--- src/rtl/uart_boot_loader.sv ---
// UART program loader: holds the core in reset, receives a length-prefixed program,
// writes it to memory, sends an ack byte, then passes core memory traffic through.
module uart_boot_loader #(
  parameter logic [31:0] BASE_ADR  = 32'h0000_0000,
  parameter logic [31:0] MAX_WORDS = 32'd16384,
  parameter logic [7:0]  DONE_BYTE = 8'hAA,
  parameter logic [7:0]  ERR_BYTE  = 8'hEE
) (
  input  logic        clk,
  input  logic        rstn,
  input  logic        rx_valid,
  input  logic [7:0]  rx_data,
  input  logic        tx_ready,
  output logic        tx_valid,
  output logic [7:0]  tx_data,
  input  logic [31:0] core_adr,
  input  logic [31:0] core_writedata,
  input  logic        core_memwrite,
  output logic [31:0] core_readdata,
  output logic [31:0] mem_adr,
  output logic [31:0] mem_writedata,
  output logic        mem_memwrite,
  input  logic [31:0] mem_readdata,
  output logic        core_rstn,
  output logic        busy
);

  typedef enum logic [2:0] {StLen, StData, StAck, StRun, StErr} state_e;

  state_e      state_q, state_d;
  logic [1:0]  byte_cnt_q, byte_cnt_d;
  logic [23:0] asm_q, asm_d;
  logic [31:0] len_q, len_d;
  logic [31:0] idx_q, idx_d;
  logic [31:0] wr_adr_q, wr_adr_d;
  logic [31:0] wr_data_q, wr_data_d;
  logic        wr_pulse_q, wr_pulse_d;
  logic        err_q, err_d;
  logic        tx_valid_q, tx_valid_d;
  logic [7:0]  tx_data_q, tx_data_d;
  logic        core_rstn_q, core_rstn_d;

  logic [31:0] word;
  logic [31:0] idx_inc;
  logic        last_byte;

  // Bytes shift in from the top so the first byte of a group ends up in bits [7:0].
  assign word      = {rx_data, asm_q};
  assign idx_inc   = idx_q + 32'd1;
  assign last_byte = (byte_cnt_q == 2'd3);

  always_comb begin
    state_d     = state_q;
    byte_cnt_d  = byte_cnt_q;
    asm_d       = asm_q;
    len_d       = len_q;
    idx_d       = idx_q;
    wr_adr_d    = wr_adr_q;
    wr_data_d   = wr_data_q;
    wr_pulse_d  = 1'b0;
    err_d       = err_q;
    tx_valid_d  = tx_valid_q;
    tx_data_d   = tx_data_q;

    if (rx_valid && (state_q == StLen || state_q == StData)) begin
      byte_cnt_d = byte_cnt_q + 2'd1;
      asm_d      = {rx_data, asm_q[23:8]};
    end

    unique case (state_q)
      StLen: begin
        if (rx_valid && last_byte) begin
          len_d = word;
          idx_d = 32'd0;
          if (word == 32'd0) begin
            state_d    = StAck;
            tx_valid_d = 1'b1;
            tx_data_d  = DONE_BYTE;
          end else if (word > MAX_WORDS) begin
            state_d    = StAck;
            err_d      = 1'b1;
            tx_valid_d = 1'b1;
            tx_data_d  = ERR_BYTE;
          end else begin
            state_d = StData;
          end
        end
      end
      StData: begin
        if (rx_valid && last_byte) begin
          wr_adr_d   = BASE_ADR + (idx_q << 2);
          wr_data_d  = word;
          wr_pulse_d = 1'b1;
          idx_d      = idx_inc;
          if (idx_inc == len_q) begin
            state_d    = StAck;
            tx_valid_d = 1'b1;
            tx_data_d  = DONE_BYTE;
          end
        end
      end
      StAck: begin
        if (tx_ready) begin
          tx_valid_d = 1'b0;
          state_d    = err_q ? StErr : StRun;
        end
      end
      StRun, StErr: ;
      default: state_d = StLen;
    endcase

    core_rstn_d = (state_d == StRun);
  end

  always_ff @(posedge clk or negedge rstn) begin
    if (!rstn) begin
      state_q     <= StLen;
      byte_cnt_q  <= 2'd0;
      asm_q       <= 24'd0;
      len_q       <= 32'd0;
      idx_q       <= 32'd0;
      wr_adr_q    <= 32'd0;
      wr_data_q   <= 32'd0;
      wr_pulse_q  <= 1'b0;
      err_q       <= 1'b0;
      tx_valid_q  <= 1'b0;
      tx_data_q   <= 8'd0;
      core_rstn_q <= 1'b0;
    end else begin
      state_q     <= state_d;
      byte_cnt_q  <= byte_cnt_d;
      asm_q       <= asm_d;
      len_q       <= len_d;
      idx_q       <= idx_d;
      wr_adr_q    <= wr_adr_d;
      wr_data_q   <= wr_data_d;
      wr_pulse_q  <= wr_pulse_d;
      err_q       <= err_d;
      tx_valid_q  <= tx_valid_d;
      tx_data_q   <= tx_data_d;
      core_rstn_q <= core_rstn_d;
    end
  end

  always_comb begin
    busy          = (state_q != StRun);
    tx_valid      = tx_valid_q;
    tx_data       = tx_data_q;
    core_rstn     = core_rstn_q;
    core_readdata = mem_readdata;
    if (busy) begin
      mem_adr       = wr_adr_q;
      mem_writedata = wr_data_q;
      mem_memwrite  = wr_pulse_q;
    end else begin
      mem_adr       = core_adr;
      mem_writedata = core_writedata;
      mem_memwrite  = core_memwrite;
    end
  end

endmodule

--- config.mk ---
export PLATFORM = sky130hd
export DESIGN_NAME = uart_boot_loader
export DESIGN_NICKNAME = d
export VERILOG_FILES = /design/src/rtl/uart_boot_loader.sv
export SDC_FILE = /design/constraint.sdc
export NUM_CORES = 1
export LEC_CHECK = 0
export ABC_AREA = 1
export BUFFER_PORTS_ARGS = -buffer_cell sky130_fd_sc_hd__buf_2
export CORE_ASPECT_RATIO = 0.7
export CORE_UTILIZATION = 45
export DETAILED_ROUTE_END_ITERATION = 8
export HOLD_SLACK_MARGIN = 0.03
export PLACE_DENSITY = 0.69
export SLEW_MARGIN = 20
export SYNTH_ARGS = -nofsm -noshare
export SYNTH_HDL_FRONTEND = slang
export SYNTH_SLANG_ARGS = --single-unit
--- constraint.sdc ---
create_clock -name clk -period 4.6 [get_ports clk]
set_clock_uncertainty 0.1 [all_clocks]
set_input_delay 0.23 -clock clk [delete_from_list [all_inputs] [get_ports clk]]
set_output_delay 0.23 -clock clk [all_outputs]
set_load 0.01 [all_outputs]
# Word level (Yosys, flattened, before mapping)
# Cells that the tools add are included.
word_totals:
  ff_bits: 167
  inputBits: 109
  output_inout_bits: 108
classes:
  add_sub_neg: 2
  n_lt_le_gt_ge: 1
  n_eq_ne: 13
  muxes: 29
  n_bitwise: 1
  n_reduce_logical: 14
ops:
  columns: ["cell", "count"]
  rows:
  - ["2-to-1 mux 32 bit", 4]
  - ["one-hot mux 32 bit (2 select lines)", 1]
  - ["2-to-1 mux 8 bit", 5]
  - ["adder 32 x 1 -> 32 bit (second input constant)", 1]
  - ["== test 32 bit", 1]
  - ["> comparator 32 x 15 -> 1 bit (second input constant)", 1]
  - ["zero test 32 bit", 1]
  - ["one-hot mux 8 bit (2 select lines)", 1]
  - ["2-to-1 mux 3 bit", 5]
  - ["one-hot mux 3 bit (4 select lines)", 1]
  - ["== test 3 x 2 -> 1 bit (second input constant)", 3]
  - ["2-to-1 mux 1 bit", 9]
  - ["inequality test 2 x 1 -> 1 bit (second input constant)", 3]
  - ["AND reduction 6 bit", 1]
  - ["AND reduction 5 bit", 1]
  - ["2-to-1 mux 2 bit", 2]
  - ["AND reduction 2 bit", 2]
  - ["AND reduction 4 bit", 1]
  - ["== test 3 x 1 -> 1 bit (second input constant)", 1]
  - ["== test 3 bit (second input constant)", 1]
  - ["zero test 3 bit", 1]
  - ["inequality test 3 x 1 -> 1 bit (second input constant)", 1]
  - ["inequality test 3 x 2 -> 1 bit (second input constant)", 1]
  - ["one-hot mux 1 bit (3 select lines)", 1]
  - ["10 further kinds", 11]

# Logic depth before layout (Yosys ltp)
logic_depth:
  word_depth: 6
  depth_mapped: 18

# Least setup slack after synthesis
# Ideal clock, no wire load.
synth_path:
  kind: "flip-flop to flip-flop"
  start: "register idx_q[0]"
  end: "register tx_data_q[6], in the netlist tx_data[6]"
  setup_time_ns: 0.117
  t_arrival_ns: 1.934
  required_ns: 4.383
  path_slack_ns: 2.449
  stages_incl_launch_ff: 19
  n_path_buf: 0
  path_cell_list: "dfrtp_1 ha_1 nand2_1 nor2_4 nand2_2 nor2_4 nand2_1 nand2_1 nand2_1 nand2_1 nand2_1 nor2_1 nand2_1 nor2_1 nand3_1 nand2_1 nand3_2 nand2_1 nand2_1"
synth_between:
  elab_chain_cells: 4
synth_rtl:
  columns: ["item", "line", "text"]
  rows:
  - ["start, declared", "34", "logic [31:0] idx_q, idx_d;"]
  - ["start signal, assigned", "134", "idx_q <= idx_d;"]
  - ["adder 32 x 1 -> 32 bit", "49", "assign idx_inc = idx_q + 32'd1;"]
  - ["== test 32 bit", "95", "if (idx_inc == len_q) begin"]
  - ["inequality test 2 x 1 -> 1 bit (no source line)", null, null]
  - ["AND reduction 5 bit (no source line)", null, null]
  - ["end signal, assigned", "140", "tx_data_q <= tx_data_d;"]
  - ["end, declared", "40", "logic [7:0] tx_data_q, tx_data_d;"]
# Every way passes these cells.
# A chain may end at the register's enable or synchronous reset.

# Final worst setup path
layout_path:
  start: "register state_q[1]"
  end: "output port mem_writedata[5]"
layout_between:
  elab_chain_cells: 2
layout_rtl:
  columns: ["item", "line", "text"]
  rows:
  - ["start, declared", "30", "state_e state_q, state_d;"]
  - ["start signal, assigned", "117", "state_q <= StLen;"]
  - ["start signal, assigned", "130", "state_q <= state_d;"]
  - ["inequality test 3 x 2 -> 1 bit", "146", "busy = (state_q != StRun);"]
  - ["2-to-1 mux 32 bit", "151", "if (busy) begin"]
  - ["end, declared", "21", "output logic [31:0] mem_writedata,"]
# Every way passes these cells.

==> metrics <==
layout cells sized above 1=15.90%; Syn Inst Count=1,237; n_diodes=0; core area=19,020 um2; largest net degree at the start of global routing=99; area added between synthesis and finish=14.54%; CTS sink cnt=161; VDD IR max=0.2812 mV; DRT iter0 DRCs=653; Detail Placement HPWL=16,330 um; vias in the first global route=7,210; Critical Path Source Type=flop; multi-input logic area=3958 um2; setup_tns=0 ps; most frequent cells in the layout=507 x nand2_1, 161 x dfrtp_1, 149 x buf_2; I/O Buffers=150; Post-Layout Cell Count=1,610; DRC=0; Worst slew margin=30.73%; Tmin final=3095 ps; max-slew violation count=0; Seq cells post-synth=161; Initial Utilization=46.33%; Root Driver=clkbuf_16; worst hold margin=36.91 ps; clk_lat worst skew=420 ps; HP Class=in2reg; # nets final=1,445; post-synth cell types=35; total grt overflow=0; first-pass GRT wire length=37,120 um; initial antenna violation count=0; CTS clk-pin slew, worst paths=70 ps; synth warn=0; Routed Antenna Nets=0; total wire length=22,850 um; final number of setup-violating endpoints=0; post-layout power=0.006223 W; fill count=1,882; routed via count=8,089; CP Capture Type=output pin; Syn Area/Cell=7.125 um2; DR vias/cell=5.024; Worst-Margin Slew=1038 ps; Die H=119.1 um; CP required=4270 ps; Power Dens Cells=616.5 nW/um2; Max Cap Violations=0; Hold Vio Cnt, Final=0; Worst Setup Path Type=reg2out; Post-CTS Setup Repair Bufs=0; setup repair after global routing missed its margin=false; Final Cycle Share=67.28%; number of H-tree levels=4; status=completed; leading cell type in the layout, fill and taps excluded=nand2_1; FF+latch area=4029 um2; Placed Cells=1,577; CTS tree=yes; Total GRT Usage=23.49%; CTS Buffer Depth=2; TritonCTS Buffers=17; Finished Cell Area=10,090 um2; crit-path max FO=65; die boundary width=169.3 um; GPL Wtd Cong=0.9375; Fmax=323.1 MHz; sequential fraction of the synthesis area=45.71%; mapped cell area=8813 um2; I/O Pins=217; placed instance area=9524 um2; # rows=42; Leak=5.206 nW; die area=20,160 um2; crit path DAT=2760 ps; DRT Pass-1 Iters=5; wire length per cell=14.19 um
==> report_power, final <==
part	total, W	switching, W	internal [W]
Clock	0.00135	0.000625	0.000729
Combinational	0.00250	0.00159	0.000911
Sequential	0.00237	0.000424	0.00194
==> state kept, by name, indices dropped and copies added, names as in the netlist <==
register,flops
wr_data_q,32
byte_cnt_q,2
core_rstn,1
idx_q,32
tx_valid,1
wr_adr_q,30
state_q,3
tx_data,2
wr_pulse_q,1
asm_q,24
len_q,32
err_q,1
==> worst paths after layout <==
check,slack (ps),end,startpoint,cells after the start
max,1510,mem_writedata[5],state_q[1],9
min,40,asm_q[20],rx_data[4],3
max reg2reg,1880,tx_data[6],idx_q[6],17
min reg2reg,390,byte_cnt_q[0],byte_cnt_q[0],1
max in group asynchronous,3000,idx_q[7],rstn,3
min in group asynchronous,380,wr_adr_q[24],rstn,2
==> through the flow <==
stage                     util (%)  worst slack, ps
final                        53.07             1505
after global routing         53.07             1112
after CTS                    53.07             1417
after detailed placement     50.07             1868
after global placement       50.07             1956
after floorplan                  -             2449
==> synthesized netlist by cell type (all sizes together) <==
cell / number / area (um2)
nor4: 5 / 31.28
buf: 43 / 304.0
mux2: 1 / 11.26
dfrtp: 161 / 4029
o21bai: 2 / 15.01
nor2: 96 / 437.9
xor2: 5 / 43.79
nand2: 513 / 1943
nand3: 69 / 355.3
nand4: 12 / 75.07
a21oi: 4 / 20.02
or2: 2 / 12.51
xnor2: 3 / 26.28
o32ai: 1 / 8.760
a31o: 1 / 8.760
clkinv: 1 / 3.750
o22ai: 15 / 93.84
nand3b: 16 / 120.1
and2: 1 / 6.260
clkbuf: 39 / 146.4
o21ai: 137 / 685.7
inv: 105 / 394.1
conb: 1 / 3.750
o31ai: 1 / 7.510
ha: 2 / 25.02
nor3: 1 / 5.000
==> what timing repair did <==
| item | CTS | global route |
|---|---|---|
| endpoints found under the hold margin | 97 | 0 |
| gates resized for setup | 0 | 0 |
| hold buffers | 2 | 0 |
==> critical path: stages (launching register included) <==
cell and delay (ps):
dfrtp_1 370, inv_1 70, nor2_1 160, inv_1 120
nor2_4 80, buf_4 510, inv_2 590, nand2_1 210
nand2_1 60, buf_2 140
==> cell type report <==
cell class | count | share of cell area, %
Inverter | 106 | 3.941
Timing Repair Buffer | 159 | 8.218
Sequential cell | 161 | 39.91
Clock buffer | 19 | 4.487
Clock inverter | 12 | 0.9668
Tap cell | 264 | 3.272
Multi-Input combinational cell | 889 | 39.20
==> per-layer routing <==
| layer | routed length, um | global-route usage [%] | vias to the layer above |
|---|---|---|---|
| li1 | - | - | 4069 |
| met1 | 11620 | 35.66 | 3708 |
| met2 | 9462 | 34.39 | 287 |
| met3 | 1458 | 3.922 | 25 |
| met4 | 309 | 6.250 | 0 |
| met5 | 0 | 0 | - |
==> logic make-up after synthesis <==
group                      Yosys count  synth area share, %
adders and majority gates            2               0.2839
AOI/OAI and AO/OA                  161                9.526
buffers and inverters              188                9.625
xor gates and xnor gates             8               0.7950
DFF                                161                45.71
muxes                                1               0.1278
and+or+nand+nor                    715                33.89
other                                1              0.04255
No activity file was read; power rests on OpenSTA's default activity.
